File: config.mk
export PLATFORM = sky130hd
export DESIGN_NAME = if_stage
export DESIGN_NICKNAME = d
export VERILOG_FILES = /design/src/rtl/if_stage.sv
export SDC_FILE = /design/constraint.sdc
export NUM_CORES = 1
export LEC_CHECK = 0
export BUFFER_PORTS_ARGS = -buffer_cell sky130_fd_sc_hd__buf_2
export CAP_MARGIN = 5
export CORE_MARGIN = 2
export CORE_UTILIZATION = 55
export CTS_CLUSTER_DIAMETER = 150
export DETAILED_ROUTE_END_ITERATION = 8
export PLACE_DENSITY = 0.79
export RECOVER_POWER = 100
export SKIP_LAST_GASP = 1
export SLEW_MARGIN = 10
export SYNTH_ARGS = -nofsm -noshare
export SYNTH_HDL_FRONTEND = slang
export SYNTH_SLANG_ARGS = --single-unit
File: constraint.sdc
create_clock -name clk -period 5.34 [get_ports clk]
set_input_delay 0.267 -clock clk [delete_from_list [all_inputs] [get_ports clk]]
set_output_delay 0.267 -clock clk [all_outputs]
set_load 0.01 [all_outputs]
File: src/rtl/if_stage.sv
// Instruction-fetch stage with IF/ID pipeline register and a one-entry skid
// buffer. Issues word reads over a req/ack handshake and applies ID's jump
// redirect with a single delay-slot instruction always delivered.
module if_stage #(
  parameter logic [31:0] RESET_PC = 32'hBFC0_0000,
  parameter logic [31:0] NOP_INST = 32'h0000_0000
) (
  input  logic        clk,
  input  logic        rst,
  input  logic        stall_i,
  input  logic        branchEnable_i,
  input  logic [31:0] branchAddr_i,
  output logic        imem_req_o,
  output logic [31:0] imem_addr_o,
  input  logic        imem_ack_i,
  input  logic [31:0] imem_rdata_i,
  output logic [31:0] pc_o,
  output logic [31:0] inst_o,
  output logic        valid_o
);

  typedef enum logic {
    S_FETCH = 1'b0,
    S_WAIT  = 1'b1
  } state_t;

  state_t      state;
  state_t      state_next;
  logic        armed;            // low only until the first clock after reset release
  logic [31:0] fetch_pc;
  logic [31:0] target_q;
  logic        redirect_pending;
  logic [31:0] skid_pc;
  logic [31:0] skid_inst;

  logic        ack;
  logic        branch_take;
  logic [31:0] branch_tgt;
  logic [31:0] seq_pc;

  // An ack only counts while a request is actually outstanding.
  assign ack         = imem_ack_i & imem_req_o;
  // The jump leaves ID this cycle only if ID holds it and is not stalled.
  assign branch_take = branchEnable_i & valid_o & ~stall_i;
  assign branch_tgt  = {branchAddr_i[31:2], 2'b00};
  // Next sequential fetch address, honouring a redirect latched while waiting.
  assign seq_pc      = redirect_pending ? target_q : fetch_pc + 32'd4;

  // State register.
  always_ff @(posedge clk or negedge rst) begin
    if (!rst) state <= S_FETCH;
    else      state <= state_next;
  end

  // Next-state logic: park in WAIT when a fetch lands behind a stalled ID.
  always_comb begin
    state_next = state;
    if (state == S_FETCH) begin
      if (ack && valid_o && stall_i) state_next = S_WAIT;
    end else begin
      if (!stall_i) state_next = S_FETCH;
    end
  end

  // Outputs: request whenever fetching, address is the current fetch PC.
  always_comb begin
    imem_req_o  = (state == S_FETCH) && armed;
    imem_addr_o = fetch_pc;
  end

  // Keep the request low while reset is held and for the release cycle.
  always_ff @(posedge clk or negedge rst) begin
    if (!rst) armed <= 1'b0;
    else      armed <= 1'b1;
  end

  // Fetch PC advance and deferred redirect bookkeeping.
  always_ff @(posedge clk or negedge rst) begin
    if (!rst) begin
      fetch_pc         <= RESET_PC;
      target_q         <= 32'd0;
      redirect_pending <= 1'b0;
    end else if (state == S_FETCH) begin
      if (ack) begin
        // This ack is the delay slot when a jump is taken now.
        fetch_pc         <= branch_take ? branch_tgt : seq_pc;
        redirect_pending <= 1'b0;
      end else if (branch_take) begin
        // Delay slot still in flight: leave its address alone, redirect after.
        target_q         <= branch_tgt;
        redirect_pending <= 1'b1;
      end
    end else begin
      // In WAIT the skid already holds the delay slot.
      if (branch_take) fetch_pc <= branch_tgt;
    end
  end

  // IF/ID register and skid buffer.
  always_ff @(posedge clk or negedge rst) begin
    if (!rst) begin
      pc_o      <= 32'd0;
      inst_o    <= NOP_INST;
      valid_o   <= 1'b0;
      skid_pc   <= 32'd0;
      skid_inst <= NOP_INST;
    end else if (state == S_FETCH) begin
      if (ack) begin
        if (!valid_o || !stall_i) begin
          pc_o    <= fetch_pc;
          inst_o  <= imem_rdata_i;
          valid_o <= 1'b1;
        end else begin
          skid_pc   <= fetch_pc;
          skid_inst <= imem_rdata_i;
        end
      end else if (!stall_i) begin
        valid_o <= 1'b0;
        inst_o  <= NOP_INST;
      end
    end else begin
      if (!stall_i) begin
        pc_o    <= skid_pc;
        inst_o  <= skid_inst;
        valid_o <= 1'b1;
      end
    end
  end

endmodule

==> flow_metrics.env, run 1 <==
export IMPL_drive_above_1_share=0.227
export IMPL_ant_nets=0
export IMPL_routed_wl_microns=21300
export IMPL_clk_path_buf_depth=2
export IMPL_ys_ff_latch=188
export IMPL_clkLatencyLatePin_ns=0.43
export IMPL_die_area_sq_um=17000
export IMPL_r2r_slack_ns=1.39
export IMPL_clock_skew_ns=0.00728
export IMPL_avgSynthCellArea_sq_um=10.9
export IMPL_cts_resized=0
export IMPL_ios=167
export IMPL_nets=1002
export IMPL_worst_pin_slew_ns=2.81
export IMPL_firstDrtPassIters=5
export IMPL_vias=6802
export IMPL_ys_seq_area_frac=0.537
export IMPL_top_layer_used="met4"
export IMPL_wl_met1_microns=9720
export IMPL_cp_max_fo=38
export IMPL_met3_length_microns=1230
export IMPL_crit_family="flip-flops"
export IMPL_antenna_found_initial=1
export IMPL_path_cells="and3b_1 -> buf_4 -> a21oi_2 -> clkbuf_1 -> a31o_2 -> a22o_1"
export IMPL_yosysTopAreaCell="dfrtp_1"
export IMPL_finalCritPeriodShare=0.740
export IMPL_maxSlewHeadroom=-0.876
export IMPL_violations="max-capacitance violations, max-slew violations"
export IMPL_worstSetupStartpoint="state$_DFF_PN0_"
export IMPL_min_from="imem_rdata_i[0]"
export IMPL_yosysWarnings=0
export IMPL_grt_max_degree=91
export IMPL_ys_types=66
export IMPL_grt_first_pass_wirelength_microns=33300
export IMPL_max_stage_delay_ns=1.53
export IMPL_synth_common_cells="179 x dfrtp_1, 91 x mux2_2, 65 x a21oi_1"
export IMPL_hold_class="in2reg"
export IMPL_power_density_nw_per_um2=506
export IMPL_cts_tree="yes"
export IMPL_cts_root_buffer="clkbuf_16"
export IMPL_drc=0
export IMPL_dpl_hpwl_microns=14000
export IMPL_clock_sinks=188
export IMPL_peakVddDrop_uv=255
export IMPL_async_reset_ff_frac=1.00
export IMPL_report_final_slew_viol_count=91
export IMPL_yosysMostFrequentCell="dfrtp_1"
export IMPL_crit_cells=6
export IMPL_critPathBufInv=2
export IMPL_die_w_microns=130
export IMPL_wl_per_cell_microns=18.4
export IMPL_drt_initial_drc_count=558
export IMPL_setup_viol=0
export IMPL_status="finished with violations"
export IMPL_design_power_total_mw=5.13
export IMPL_syn_area_sq_um=8780
export IMPL_p_leak_nw=4.38
export IMPL_critPathCaptureType="flop"
export IMPL_area_growth_pct=15.5
export IMPL_crit_required_ns=5.71
export IMPL_slowest_stage="dfrtp_1"
export IMPL_max_freq_mhz=253
export IMPL_hold_viol_final=0
export IMPL_post_route_min_period_ns=3.95
export IMPL_fp_coreArea_sq_um=15800
export IMPL_rsz0062_at_grt="no"
export IMPL_r2r_end="imem_addr_o[17]$_DFFE_PN0P_"
export IMPL_start_kind="flop"
export IMPL_worstSetupPathType="reg2reg"
export IMPL_worstPathArrival_ns=4.32
export IMPL_clkTransAtPathRegs_ns=0.07
export IMPL_wl_met2_microns=9860
export IMPL_postCtsSetupBuffers=0
export IMPL_post_synth_top_area_fraction=0.510
export IMPL_drv_cap=2
export IMPL_r2r_start="state$_DFF_PN0_"
export IMPL_tns_ns=0
export IMPL_reg2regPathDepth=6
export IMPL_die_h_microns=130
export IMPL_grtUsageTotal=0.253
export IMPL_numCtsBuffers=17
export IMPL_netlist_instances=803
export IMPL_start_util=0.557
export IMPL_portBuffers=160
export IMPL_fp_row_count=46
export IMPL_yosys_top_cells_area="dfrtp_1 51%, mux2_2 12%, mux2i_1 4.3%"
export IMPL_ys_flop_type="dfrtp_1"
export IMPL_crit_end="imem_addr_o[17]$_DFFE_PN0P_"
export IMPL_overflow=0
export IMPL_cts_max_level=4
export IMPL_gp_congestion=0.888
export IMPL_synth_edf_count=0
export IMPL_grt_pass1_vias=6488
export IMPL_vias_per_cell=5.87
## metrics by stage
stage | area (sq um) | util | worst slack, ns | hold WS [ns] | std cells
global route | 10100 | 0.643 | 1.11 | 0.0688 | 1159
floorplan | 8790 | - | 3.43 | -0.0286 | 806
detailed placement | 9670 | 0.613 | 2.47 | 0.374 | 1128
CTS | 10300 | 0.651 | 2.48 | 0.0636 | 1158
global placement | 9670 | 0.613 | 2.52 | 0.371 | 1128
finish | 10100 | 0.643 | 1.39 | 0.0825 | 1159
## cells by family after synthesis
logic type | after synthesis | synth area share
DFF | 188 | 0.537
AOI/OAI and AO/OA | 211 | 0.150
xor gates and xnor gates | 9 | 0.00898
and+or+nand+nor | 187 | 0.102
muxes | 129 | 0.160
other | 2 | 0.000855
buffers and inverters | 76 | 0.0399
adders and majority gates | 1 | 0.00142
## power breakdown
part	switching, mW	internal (mW)	leakage [nW]
sequential	0.501	1.96	2.29
combinational	0.737	0.655	1.80
clock	0.534	0.744	0.282
total	1.77	3.36	4.38
## flip-flops by register name, summed over array words and instances (netlist names), 30 cells and up
register,flops
inst_o,32
imem_addr_o,30
target_q,30
pc_o,30
skid_pc,30
skid_inst,32
## repair_timing
action,4_1_cts,5_1_grt
hold endpoints to repair,82,0
endpoints found under the setup margin,0,0
hold buffers,1,0
## worst min-delay path by stage
stage	to	slack (ns)	cells past startpoint
after global placement	target_q[7]$_DFFE_PN0P_	0.37	1
after detailed placement	target_q[7]$_DFFE_PN0P_	0.37	1
final	skid_inst[0]$_DFFE_PN0P_	0.08	2
after global routing	skid_inst[28]$_DFFE_PN0P_	0.07	2
after CTS	skid_inst[15]$_DFFE_PN0P_	0.06	2
after floorplan	armed$_DFF_PN0_	-0.03	0
## layer usage
metal / vias up / GRT usage
li1: 3154 / -
met1: 3345 / 0.364
met2: 270 / 0.390
met3: 33 / 0.0410
met4: 0 / 0.0982
met5: - / 0
## layout by cell type (no fill, tap or decap), types with 5 or more instances in the layout
cell,netlist,final
dfrtp_1,179,179
mux2_2,91,90
clkbuf_1,25,88
buf_2,32,75
a21oi_1,65,65
nand2_1,59,58
nor2_1,56,55
o21ai_0,55,55
mux2i_1,38,38
a22oi_1,32,32
nand3_1,17,17
clkbuf_16,0,17
nand4_1,13,13
and3_1,9,9
inv_1,9,9
nor3_1,9,9
dfstp_1,0,9
a31oi_1,8,8
buf_4,4,7
o211ai_1,6,6
nor2b_1,5,5
xnor2_1,5,5
conb_1,2,5
## area by class of cell
class | count | area, sq um
Antenna cell | 1 | 2.50
Clock inverter | 10 | 141
Timing Repair Buffer | 173 | 788
Tap cell | 216 | 270
Fill cell | 1329 | 5630
Multi-Input combinational cell | 542 | 3740
Inverter | 10 | 37.5
Clock buffer | 19 | 443
Sequential cell | 188 | 4720
(Power assumes the default switching activity.)
==> run 2: changes to the inputs <==
- ABC_AREA: unset -> 1
- clock period: 5.34 -> 3.8 ns (I/O delays scaled with it)
==> run 2 against run 1 <==
The run still ends with max-capacitance violations, max-slew violations left. Total power rose by 48%. Final area rose by 4.6%. First-iteration DRC count grew 26%. Routed wire length up 16%. Sequential share of layout area decreased by 2.0 points. Largest cell class unchanged.
==> flow_metrics.env, run 2 <==
export IMPL_status="finished with violations"
export IMPL_violations="max-capacitance violations, max-slew violations"
export IMPL_numCtsBuffers=17
export IMPL_maxSlewHeadroom=-0.568
export IMPL_syn_area_sq_um=8940
export IMPL_async_reset_ff_frac=1.00
export IMPL_wl_per_cell_microns=16.3
export IMPL_power_density_nw_per_um2=718
export IMPL_grt_first_pass_wirelength_microns=41000
export IMPL_avgSynthCellArea_sq_um=7.94
export IMPL_cts_resized=0
export IMPL_layout_commonest_cell="nand2_1"
export IMPL_clkLatencyLatePin_ns=0.44
export IMPL_portBuffers=160
export IMPL_clk_path_buf_depth=2
export IMPL_p_leak_nw=5.02
export IMPL_final_util=0.668
export IMPL_dpl_hpwl_microns=16500
export IMPL_clock_sinks=188
export IMPL_worstPathArrival_ns=3.37
export IMPL_ys_seq_area_frac=0.527
export IMPL_nFillCells=1375
export IMPL_gp_congestion=0.885
export IMPL_yosysWarnings=0
export IMPL_max_freq_mhz=328
export IMPL_grt_pass1_vias=8107
export IMPL_die_h_microns=132
export IMPL_drive_above_1_share=0.107
export IMPL_die_area_sq_um=17300
export IMPL_clock_skew_ns=0.00690
export IMPL_post_synth_top_area_fraction=0.501
export IMPL_area_growth_pct=18.6
export IMPL_yosys_top_cells_area="dfrtp_1 50%, nand2_1 14%, nor2_1 7.1%"
export IMPL_overflow=0
export IMPL_start_util=0.563
export IMPL_synth_edf_count=0
export IMPL_firstDrtPassIters=6
export IMPL_mostFrequentLayoutCells="324 x nand2_1, 179 x dfrtp_1, 171 x nor2_1"
export IMPL_multi_input_area_sq_um=3630
export IMPL_post_route_min_period_ns=3.05
export IMPL_critPathCaptureType="flop"
export IMPL_clkTransAtPathRegs_ns=0.07
export IMPL_antenna_found_initial=0
export IMPL_drt_initial_drc_count=703
export IMPL_ant_nets=0
export IMPL_synth_common_cells="322 x nand2_1, 179 x dfrtp_1, 170 x nor2_1"
export IMPL_crit_required_ns=4.12
export IMPL_diodes=0
export IMPL_finalCritPeriodShare=0.802
export IMPL_report_final_slew_viol_count=95
export IMPL_yosysMostFrequentCell="nand2_1"
export IMPL_seq_area_sq_um=4720
export IMPL_nets=1360
export IMPL_ys_ff_latch=188
export IMPL_fp_row_count=46
export IMPL_yosysTopAreaCell="dfrtp_1"
export IMPL_start_kind="flop"
export IMPL_drv_cap=1
export IMPL_cp_max_fo=32
export IMPL_rsz0062_at_grt="no"
export IMPL_worstSetupPathType="reg2reg"
export IMPL_fp_coreArea_sq_um=15900
export IMPL_ys_flop_type="dfrtp_1"
export IMPL_cts_tree="yes"
export IMPL_grt_max_degree=95
export IMPL_hold_class="in2reg"
export IMPL_cts_max_level=4
export IMPL_drc=0
export IMPL_hold_viol_final=0
export IMPL_ios=167
export IMPL_cts_root_buffer="clkbuf_16"
export IMPL_grtUsageTotal=0.295
export IMPL_die_w_microns=132
export IMPL_netlist_instances=1127
export IMPL_tns_ns=0
export IMPL_peakVddDrop_uv=434
export IMPL_ys_types=29
export IMPL_vias=8407
export IMPL_vias_per_cell=5.53
export IMPL_top_regs="inst_o: 32 flops, skid_inst: 32 flops"
export IMPL_routed_wl_microns=24800
export IMPL_setup_viol=0
export IMPL_worst_pin_slew_ns=2.35
-- run 2: cell count changes after synthesis, sizes merged, moves of 9 or more --
cell   before  now
a21oi      66  112
inv         9   68
nand2      59  324
mux2i      38    0
and3        9    0
a31oi       8   61
mux2       91   12
nor2       56  173
nor3       10    0
a22oi      32    5
nand4      13    2
nand3      17   41
-- run 2: final timing paths --
kind	startpoint	end	slack, ns	cells after the start
hold reg to reg	target_q[11]$_DFFE_PN0P_	target_q[11]$_DFFE_PN0P_	0.50	2
setup reg to reg	state$_DFF_PN0_	skid_pc[11]$_DFFE_PN0P_	0.75	6
hold / removal	imem_rdata_i[2]	skid_inst[2]$_DFFE_PN0P_	0.008	2
setup / recovery	state$_DFF_PN0_	skid_pc[11]$_DFFE_PN0P_	0.75	6
min in group asynchronous	rst	inst_o[1]$_DFFE_PN0P_	0.99	2
max in group asynchronous	rst	imem_addr_o[25]$_DFFE_PN1P_	1.27	3
-- run 2: worst max-delay path, cell delays in order (launching register included) --
cell and delay [ns]:
dfrtp_1 0.73, nor2_4 0.24, nand2_1 0.10, buf_4 0.24
nor2_1 0.80, buf_4 0.43, mux2_2 0.37
-- run 2: report_power, final --
group	internal [mW]	switching [mW]
combinational	0.835	1.45
sequential	2.76	0.691
clock	1.05	0.827
-- run 2: per-layer routing --
layer | part of all wire | GRT usage
met1 | 0.44 | 0.417
met2 | 0.46 | 0.462
met3 | 0.072 | 0.0498
met4 | 0.024 | 0.107
met5 | 0 | 0
-- run 2: layout make-up --
cell class,count,share of cell area
inverters,69,0.0244
flip-flops and latches,188,0.445
repair buffers,208,0.105
clock buffers,18,0.0405
clock inverters,14,0.0176
well taps,216,0.0255
multi-input cells,806,0.342
-- run 2: what timing repair did --
action,in CTS,in global routing
hold buffers,29,0
buffers inserted,0,0
endpoints found under the hold margin,115,0
-- run 2: kinds of logic after synthesis --
logic type,Yosys count,share of synthesized area
AO/OA/AOI/OAI,243,0.149
flip-flops,188,0.527
adder cells (fa/ha/maj),1,0.00140
buffers and inverters,136,0.0658
multiplexers,12,0.0151
AND/OR/NAND/NOR,540,0.235
other,2,0.000840
XOR/XNOR,5,0.00490
-- run 2: stage by stage --
step | setup slack [ns] | cell area [sq um] | hold WS (ns) | power (mW) | cells
floorplan | 2.13 | 8950 | -0.106 | 4.77 | 1130
global placement | 1.45 | 9850 | 0.341 | 5.69 | 1458
detailed placement | 1.40 | 9850 | 0.339 | 5.78 | 1458
CTS | 1.40 | 10800 | 0.00195 | 7.69 | 1519
global route | 0.595 | 10600 | 0.00841 | 8.11 | 1519
finish | 0.754 | 10600 | 0.00793 | 7.61 | 1519
==> run 3: changes to the inputs <==
- ABC_AREA: 1 -> 0
- CORE_UTILIZATION: 55 -> 50
- PLACE_DENSITY: 0.79 -> 0.76
- clock period: 3.8 -> 2.7 ns (I/O delays scaled with it)
==> run 3 against run 2 <==
The flow finishes with violations (negative hold slack). Final area rose by 2.4%. Register-to-register slack worse by 0.38 ns. Routed wire length down 9.6%. Combinational power up 28%. Via count shrank 16%. Critical path type unchanged. Largest power group unchanged.
==> flow_metrics.env, run 3 (same netlist as run 1, synthesis figures left out) <==
export IMPL_drive_above_1_share=0.222
export IMPL_report_final_slew_viol_count=0
export IMPL_clkTransAtPathRegs_ns=0.07
export IMPL_grt_first_pass_wirelength_microns=35700
export IMPL_clock_skew_ns=0.00801
export IMPL_vias=7088
export IMPL_overflow=0
export IMPL_maxSlewHeadroom=0.150
export IMPL_gp_congestion=0.851
export IMPL_clk_path_buf_depth=2
export IMPL_seq_area_sq_um=4720
export IMPL_final_util=0.630
export IMPL_numCtsBuffers=17
export IMPL_drt_initial_drc_count=521
export IMPL_clkLatencyLatePin_ns=0.43
export IMPL_drv_cap=0
export IMPL_start_util=0.509
export IMPL_setup_viol=0
export IMPL_hold_class="in2reg"
export IMPL_fp_row_count=48
export IMPL_top_regs="inst_o: 32 flops, skid_inst: 32 flops"
export IMPL_cts_max_level=4
export IMPL_die_w_microns=137
export IMPL_wl_per_cell_microns=18.0
export IMPL_mostFrequentLayoutCells="179 x dfrtp_1, 91 x mux2_2, 91 x clkbuf_1"
export IMPL_critPathCaptureType="flop"
export IMPL_violations="negative hold slack"
export IMPL_max_freq_mhz=429
export IMPL_hold_viol_final=1
export IMPL_finalCritPeriodShare=0.862
export IMPL_rsz0062_at_grt="no"
export IMPL_nets=1078
export IMPL_clock_sinks=188
export IMPL_worstSetupPathType="reg2reg"
export IMPL_reg2regPathDepth=6
export IMPL_ios=167
export IMPL_cp_max_fo=69
export IMPL_routed_wl_microns=22400
export IMPL_path_cells="buf_12 -> a21oi_1 -> buf_4 -> clkbuf_2 -> a221oi_1 -> a211oi_1"
export IMPL_nFillCells=1416
export IMPL_drc=0
export IMPL_start_kind="flop"
export IMPL_critPathBufInv=3
export IMPL_multi_input_area_sq_um=3730
export IMPL_slowest_stage="dfrtp_1"
export IMPL_cts_resized=0
export IMPL_grt_pass1_vias=6929
export IMPL_area_growth_pct=23.7
export IMPL_power_density_nw_per_um2=932
export IMPL_antenna_found_initial=1
export IMPL_p_leak_nw=4.68
export IMPL_crit_family="buffers and inverters"
export IMPL_layout_commonest_cell="dfrtp_1"
export IMPL_die_h_microns=137
export IMPL_whs_ns=-0.00324
export IMPL_vias_per_cell=5.69
export IMPL_dpl_hpwl_microns=14500
export IMPL_crit_cells=6
export IMPL_hold_depth=2
export IMPL_cts_tree="yes"
export IMPL_ant_nets=0
export IMPL_peakVddDrop_uv=502
export IMPL_grt_max_degree=77
export IMPL_grtUsageTotal=0.247
export IMPL_portBuffers=160
export IMPL_status="finished with violations"
export IMPL_tns_ns=0
export IMPL_post_route_min_period_ns=2.33
export IMPL_fp_coreArea_sq_um=17200
export IMPL_cts_root_buffer="clkbuf_16"
export IMPL_max_stage_delay_ns=0.69
export IMPL_crit_required_ns=2.99
export IMPL_firstDrtPassIters=5
export IMPL_die_area_sq_um=18600
export IMPL_worstPathArrival_ns=2.62
export IMPL_worst_pin_slew_ns=1.28
run 3: cell types whose count changed in the layout (fill, tap and decap cells not counted), sizes merged, moves of 9 or more:
cell	previous run	this run
a21oi	112	66
a22oi	5	32
a31oi	61	8
and3	0	9
dlygate4sd3	29	61
inv	72	11
mux2	12	91
mux2i	0	38
nand2	324	59
nand3	41	17
nand4	2	13
nor2	173	56
nor3	0	10
run 3: worst paths after layout:
| check | to | slack (ns) | startpoint |
|---|---|---|---|
| worst max register to register | imem_addr_o[30]$_DFFE_PN0P_ | 0.37 | state$_DFF_PN0_ |
| max in group asynchronous | skid_inst[27]$_DFFE_PN0P_ | 0.79 | rst |
| worst max-delay path | imem_addr_o[30]$_DFFE_PN0P_ | 0.37 | state$_DFF_PN0_ |
| worst min register to register | pc_o[8]$_DFFE_PN0P_ | 0.48 | pc_o[8]$_DFFE_PN0P_ |
| min in group asynchronous | target_q[7]$_DFFE_PN0P_ | 0.28 | rst |
| worst min-delay path | valid_o$_DFFE_PN0P_ | -0.003 | stall_i |
run 3: layout make-up:
cell class                 instances  area share
inverter                          10     0.00346
antenna                            1    0.000230
clock inverter                     9     0.00829
timing repair buffer             249       0.143
sequential                       188       0.434
multi-input combinational        542       0.343
tap                              225      0.0259
clock buffer                      21      0.0415
run 3: power by group:
group / total [mW] / internal (mW) / leakage [nW] / switching (mW)
sequential: 4.84 / 3.88 / 2.29 / 0.954
combinational: 2.94 / 1.40 / 2.14 / 1.55
clock: 2.34 / 1.29 / 0.248 / 1.05
total: 10.1 / 6.57 / 4.68 / 3.55
run 3: per-layer routing:
| metal | up-vias | routed length (microns) | global-route usage |
|---|---|---|---|
| li1 | 3307 | - | - |
| met1 | 3485 | 10200 | 0.344 |
| met2 | 250 | 10400 | 0.380 |
| met3 | 46 | 1240 | 0.0463 |
| met4 | 0 | 569 | 0.104 |
| met5 | - | 0 | 0 |
run 3: through the flow:
step | hold WS [ns] | instances | area, sq um | worst slack, ns | power [mW]
6_report | -0.00324 | 1245 | 10900 | 0.371 | 10.1
5_1_grt | -0.00426 | 1245 | 10900 | 0.207 | 10.8
4_1_cts | 0.000118 | 1243 | 11000 | 0.360 | 10.3
3_5_place_dp | 0.211 | 1152 | 9850 | 0.365 | 7.85
3_3_place_gp | 0.211 | 1152 | 9850 | 0.427 | 7.70
2_1_floorplan | -0.161 | 806 | 8790 | 0.788 | 6.58
run 3: repair_timing:
action | 4_1_cts | 5_1_grt
setup buffers | 0 | 0
endpoints found under the setup margin | 0 | 0
hold buffers | 61 | 0
endpoints found under the hold margin | 132 | 0
